--- config.mk ---
export PLATFORM = sky130hd
export DESIGN_NAME = mem_xbar
export DESIGN_NICKNAME = d
export VERILOG_FILES = /design/src/rtl/mem_xbar.sv
export SDC_FILE = /design/constraint.sdc
export NUM_CORES = 1
export LEC_CHECK = 0
export ABC_AREA = 1
export CAP_MARGIN = 5
export CORE_AREA = 2 2 404 406
export CTS_CLUSTER_SIZE = 40
export DETAILED_ROUTE_END_ITERATION = 16
export DIE_AREA = 0 0 406 408
export PLACE_DENSITY = 0.35
export SLEW_MARGIN = 20
export SYNTH_ARGS = -nofsm -noshare
export SYNTH_HDL_FRONTEND = slang
export SYNTH_SLANG_ARGS = --single-unit
--- constraint.sdc ---
create_clock -name clock -period 13.6 [get_ports clock]
set_input_delay 1.36 -clock clock [delete_from_list [all_inputs] [get_ports clock]]
set_output_delay 1.36 -clock clock [all_outputs]
set_load 0.01 [all_outputs]
--- src/rtl/mem_xbar.sv ---
// mem_xbar: NM-master by NS-slave memory crossbar with base/mask decode, per-slave
// round-robin arbitration, decode-miss errors and a per-slave busy timeout.
module mem_xbar #(
  parameter int NM = 4,
  parameter int NS = 6,
  parameter int AW = 32,
  parameter int DW = 32,
  parameter logic [NS*AW-1:0] SLV_BASE = '0,
  parameter logic [NS*AW-1:0] SLV_MASK = '0,
  parameter int TIMEOUT = 1024
) (
  input  logic              clock,
  input  logic              reset,
  input  logic [NM-1:0]     m_valid,
  input  logic [NM*AW-1:0]  m_addr,
  input  logic [NM*DW-1:0]  m_wdata,
  input  logic [NM*DW/8-1:0] m_wstrb,
  output logic [NM*DW-1:0]  m_rdata,
  output logic [NM-1:0]     m_ready,
  output logic [NM-1:0]     m_error,
  output logic [NS-1:0]     s_valid,
  output logic [NS*AW-1:0]  s_addr,
  output logic [NS*DW-1:0]  s_wdata,
  output logic [NS*DW/8-1:0] s_wstrb,
  input  logic [NS*DW-1:0]  s_rdata,
  input  logic [NS-1:0]     s_ready,
  input  logic [NS-1:0]     s_error
);
  localparam int WW = DW/8;
  localparam int IW = NM > 1 ? $clog2(NM) : 1;
  localparam int SW = NS > 1 ? $clog2(NS) : 1;
  localparam int CW = TIMEOUT > 0 ? $clog2(TIMEOUT+1) : 1;
  localparam logic [CW-1:0] TLAST = CW'(TIMEOUT > 0 ? TIMEOUT-1 : 0);
  typedef enum logic [1:0] {IDLE, BUSY, DRAIN} state_t;
  logic [NM-1:0] pending, miss, d_hit;
  logic [AW-1:0] h_addr [NM];
  logic [DW-1:0] h_wdata [NM];
  logic [WW-1:0] h_wstrb [NM];
  logic [SW-1:0] h_sidx [NM];
  logic [SW-1:0] d_sidx [NM];
  state_t state [NS];
  state_t state_n [NS];
  logic [IW-1:0] owner [NS];
  logic [IW-1:0] rr [NS];
  logic [IW-1:0] grant [NS];
  logic [CW-1:0] cnt [NS];
  logic [NM-1:0] req [NS];
  // Descending scan so the lowest-index matching window wins
  always_comb begin
    for (int m = 0; m < NM; m++) begin
      d_hit[m] = 1'b0;
      d_sidx[m] = '0;
      for (int s = NS-1; s >= 0; s--)
        if ((m_addr[m*AW +: AW] & SLV_MASK[s*AW +: AW]) == SLV_BASE[s*AW +: AW]) begin
          d_hit[m] = 1'b1;
          d_sidx[m] = SW'(s);
        end
    end
  end
  always_comb begin
    for (int s = 0; s < NS; s++) begin
      req[s] = '0;
      grant[s] = '0;
      for (int m = 0; m < NM; m++)
        req[s][m] = pending[m] & ~miss[m] & (h_sidx[m] == SW'(s));
      for (int i = NM-1; i >= 0; i--)
        if (req[s][(int'(rr[s]) + i) % NM]) grant[s] = IW'((int'(rr[s]) + i) % NM);
      state_n[s] = state[s] == IDLE ? (|req[s] ? BUSY : IDLE) :
                   state[s] == BUSY ? (s_ready[s] ? IDLE :
                                       (TIMEOUT > 0 && cnt[s] == TLAST) ? DRAIN : BUSY) :
                   IDLE;
    end
  end
  // DRAIN is the cycle that carries the timeout error back to the owner
  always_comb begin
    m_ready = pending & miss;
    m_error = pending & miss;
    m_rdata = '0;
    for (int s = 0; s < NS; s++)
      for (int m = 0; m < NM; m++)
        if (owner[s] == IW'(m) && ((state[s] == BUSY && s_ready[s]) || state[s] == DRAIN)) begin
          m_ready[m] = 1'b1;
          m_error[m] = state[s] == DRAIN ? 1'b1 : s_error[s];
          m_rdata[m*DW +: DW] = state[s] == DRAIN ? '0 : s_rdata[s*DW +: DW];
        end
  end
  always_ff @(posedge clock or posedge reset) begin
    if (reset) begin
      for (int s = 0; s < NS; s++) state[s] <= IDLE;
    end else begin
      for (int s = 0; s < NS; s++) state[s] <= state_n[s];
    end
  end
  always_ff @(posedge clock or posedge reset) begin
    if (reset) begin
      pending <= '0;
      miss <= '0;
      s_valid <= '0;
      s_addr <= '0;
      s_wdata <= '0;
      s_wstrb <= '0;
      for (int m = 0; m < NM; m++) begin
        h_addr[m] <= '0;
        h_wdata[m] <= '0;
        h_wstrb[m] <= '0;
        h_sidx[m] <= '0;
      end
      for (int s = 0; s < NS; s++) begin
        owner[s] <= '0;
        rr[s] <= '0;
        cnt[s] <= '0;
      end
    end else begin
      for (int m = 0; m < NM; m++)
        if (m_ready[m]) pending[m] <= 1'b0;
        else if (m_valid[m] && !pending[m]) begin
          pending[m] <= 1'b1;
          miss[m] <= ~d_hit[m];
          h_addr[m] <= m_addr[m*AW +: AW];
          h_wdata[m] <= m_wdata[m*DW +: DW];
          h_wstrb[m] <= m_wstrb[m*WW +: WW];
          h_sidx[m] <= d_sidx[m];
        end
      s_valid <= '0;
      for (int s = 0; s < NS; s++)
        if (state[s] == IDLE && |req[s]) begin
          s_valid[s] <= 1'b1;
          s_addr[s*AW +: AW] <= h_addr[grant[s]] - SLV_BASE[s*AW +: AW];
          s_wdata[s*DW +: DW] <= h_wdata[grant[s]];
          s_wstrb[s*WW +: WW] <= h_wstrb[grant[s]];
          owner[s] <= grant[s];
          rr[s] <= IW'((int'(grant[s]) + 1) % NM);
          cnt[s] <= '0;
        end else if (state[s] == BUSY) cnt[s] <= cnt[s] + 1'b1;
    end
  end
  a_single_outstanding: assert property (@(posedge clock) disable iff (reset) !(|(m_valid & pending)));
endmodule

==> results.cfg <==
[route]
num_vias = 23203
ant_nets = 0
drc = 0
wirelength_um = 115000
routedWlPerCell_um = 18.2
vias_per_cell = 3.68
drtIter0Drc = 1235
first_pass_iters = 5

[flow_run]
drv_cap = 0

[setup_path]
crit_fanout = 33
crit_path_frequent_cell = nand3_1
critPathSlowestCell = clkdlybuf4s50_1
worstSetupPathType = input pin to output port
worstPathCellList = clkdlybuf4s50_1, nand3_1, inv_2, nand2_1, nand3_1, a31oi_1, o21ai_0, nand2_1, nand3_1, clkdlybuf4s50_1
start_kind = input pin
arrival_ns = 4.16
cp-end-kind = output port
required_ns = 12.24
cpPeakStageDelay_ns = 0.69

[timing]
worstMarginPinSlew_ns = 1.05
layout_setup_ws_ns = 8.08
fmax_mhz = 181
finClkSkew_ns = 0.0872
fin_crit_ns = 5.52
rsz0062_at_grt = false
tns_ns = 0
slew_violations = 0
fin_crit_sh_pct = 40.6
finalSetupViolCount = 0
hold_viol_final = 0
maxSlewHeadroom_pct = 29.7

[clocking]
clk_pin_slew_ns = 0.06
hold_buffers = 0
post_cts_buffers = 0
cts_tree = yes
cts_resized = 0
cts_max_level = 2
root_buffer = clkbuf_16
cts_sinks = 427
clock_path_buffers = 3
numCtsBuffers = 57
clock_latency_ns = 0.68

[run_status]
outcome = complete, no violations

[yosys]
ys_types = 40
ys_seq_area_share_pct = 43.0
synth.avg_cell_area_um2 = 7.13
synth_top_family_by_area = simple AND/OR/NAND/NOR gates
syn-cell-area_um2 = 24900
yosysWarnings = 0
synth_edf_count = 0
async_flop_share_pct = 100
synthAdderAreaFrac_pct = 0.302
yosys_most_used_dff = dfrtp_1
ys_seq_elements = 427
synthMuxAreaShare_pct = 0.0855
yosys.area_share.simple_pct = 29.5
synth_compound_area_share_pct = 6.37
syn_inst = 3489
synth_xor_area_share_pct = 1.48

[floorplanning]
core_um2 = 162000
die_height_um = 408
ios = 1032
die_area_um2 = 166000
rows = 148
dieWidth_um = 406
initial_core_util_pct = 15.4

[place]
portBuffers = 686
pre_cts_slack_ns = 7.68
dpl.hpwl_um = 82200
gp_congestion = 0.775

[global_routing]
grt_overflow_total = 0
first_global_vias = 22696
grt_max_degree = 137
antenna_found_initial = 36
grt_pass1_wl_um = 163000
grtUsageTotal_pct = 13.4

[power]
power_density_nw_per_um2 = 202
leakage_nw = 17.1
ir_worst_vdd_uv = 224

[cells_and_area]
mostFrequentLayoutCells = nand2_1 (1,035), clkdlybuf4s50_1 (686), nor2_1 (451)
nets = 4571
layout_commonest_cell = nand2_1
layout-drive-gt1-share_pct = 3.61
area_growth_pct = 39.2

[hold_path]
hp-class = register to register
final timing paths:
kind	from	endpoint	slack (ns)	cells past startpoint
worst max register to register	rr[10]	s_wstrb[2]	9.02	15
worst min-delay path	cnt[41]	cnt[41]	0.46	1
max in group asynchronous	reset	state[1]	10.03	4
worst min register to register	cnt[41]	cnt[41]	0.46	1
min in group asynchronous	reset	h_wdata[25]	1.24	2
worst max-delay path	s_ready[1]	m_error[0]	8.08	10
critical path: cells and delay by family:
family                 cells  cell delay [ns]
AO/OA/AOI/OAI              2             0.50
buffers and inverters      3             1.74
AND/OR/NAND/NOR            5             0.56
state kept, by name, summed over array words and instances, names as in the netlist:
name and cells:
cnt 66, h_addr 128, h_wdata 128, h_wstrb 16, owner 2, pending 4
rr 2, s_addr 32, s_valid 1, s_wdata 32, s_wstrb 4, state 12
synthesized netlist by cell type, types with 2 or more instances:
cell type	n	share of area [%]
a31oi_1	2	0.050
buf_2	99	2.0
dfrtp_1	427	43
nor2_1	451	6.8
nor2_2	2	0.050
nand4_1	12	0.30
buf_6	7	0.32
a21oi_1	280	5.6
inv_2	8	0.12
o21ai_0	13	0.26
xnor2_1	18	0.63
or2_2	2	0.050
nor3_1	8	0.16
nand3_1	306	6.2
ha_1	6	0.30
o21ai_1	2	0.040
nor3_2	3	0.12
buf_4	356	11
inv_1	341	5.1
clkbuf_1	56	0.85
nand2_1	1038	16
xor2_1	24	0.85
o41ai_1	4	0.14
buf_1	8	0.12
routing by layer:
| layer | global-route usage (%) | routed length [um] |
|---|---|---|
| met5 | 0 | 253 |
| met4 | 3.54 | 2310 |
| met3 | 3.68 | 8340 |
| met2 | 21.1 | 51800 |
| met1 | 17.9 | 52000 |
metrics by stage:
stage | utilization (%) | total power [mW] | instances | cell area (um^2) | hold WS (ns)
floorplan | - | 4.20 | 3833 | 26200 | 0.442
global placement | 20.2 | 5.50 | 6198 | 32600 | 0.457
detailed placement | 20.2 | 5.51 | 6198 | 32600 | 0.458
CTS | 21.4 | 7.16 | 6302 | 34600 | 0.470
global route | 21.4 | 7.62 | 6310 | 34600 | 0.488
finish | 21.4 | 7.00 | 6311 | 34600 | 0.465
where the power goes:
part	total, mW	switching, mW	leakage (nW)	internal (mW)
combinational	3.45	2.29	11.2	1.15
sequential	1.97	0.185	4.93	1.78
clock	1.59	0.635	0.956	0.954
final cells by class:
| cell class | count | area [um^2] |
|---|---|---|
| Fill cell | 18297 | 127000 |
| Tap cell | 2175 | 2720 |
| Clock inverter | 18 | 277 |
| Timing Repair Buffer | 717 | 7160 |
| Multi-Input combinational cell | 2530 | 10800 |
| Sequential cell | 427 | 10700 |
| Antenna cell | 8 | 20.0 |
| Inverter | 350 | 1320 |
| Clock buffer | 86 | 1670 |
kinds of logic after synthesis:
logic type	after synthesis
compound gates	308
xor+xnor	42
fa+ha+maj	6
buf+inv	876
flops	427
mux	2
other cells	1
simple gates	1827
No activity file was read; power rests on OpenSTA's default activity.
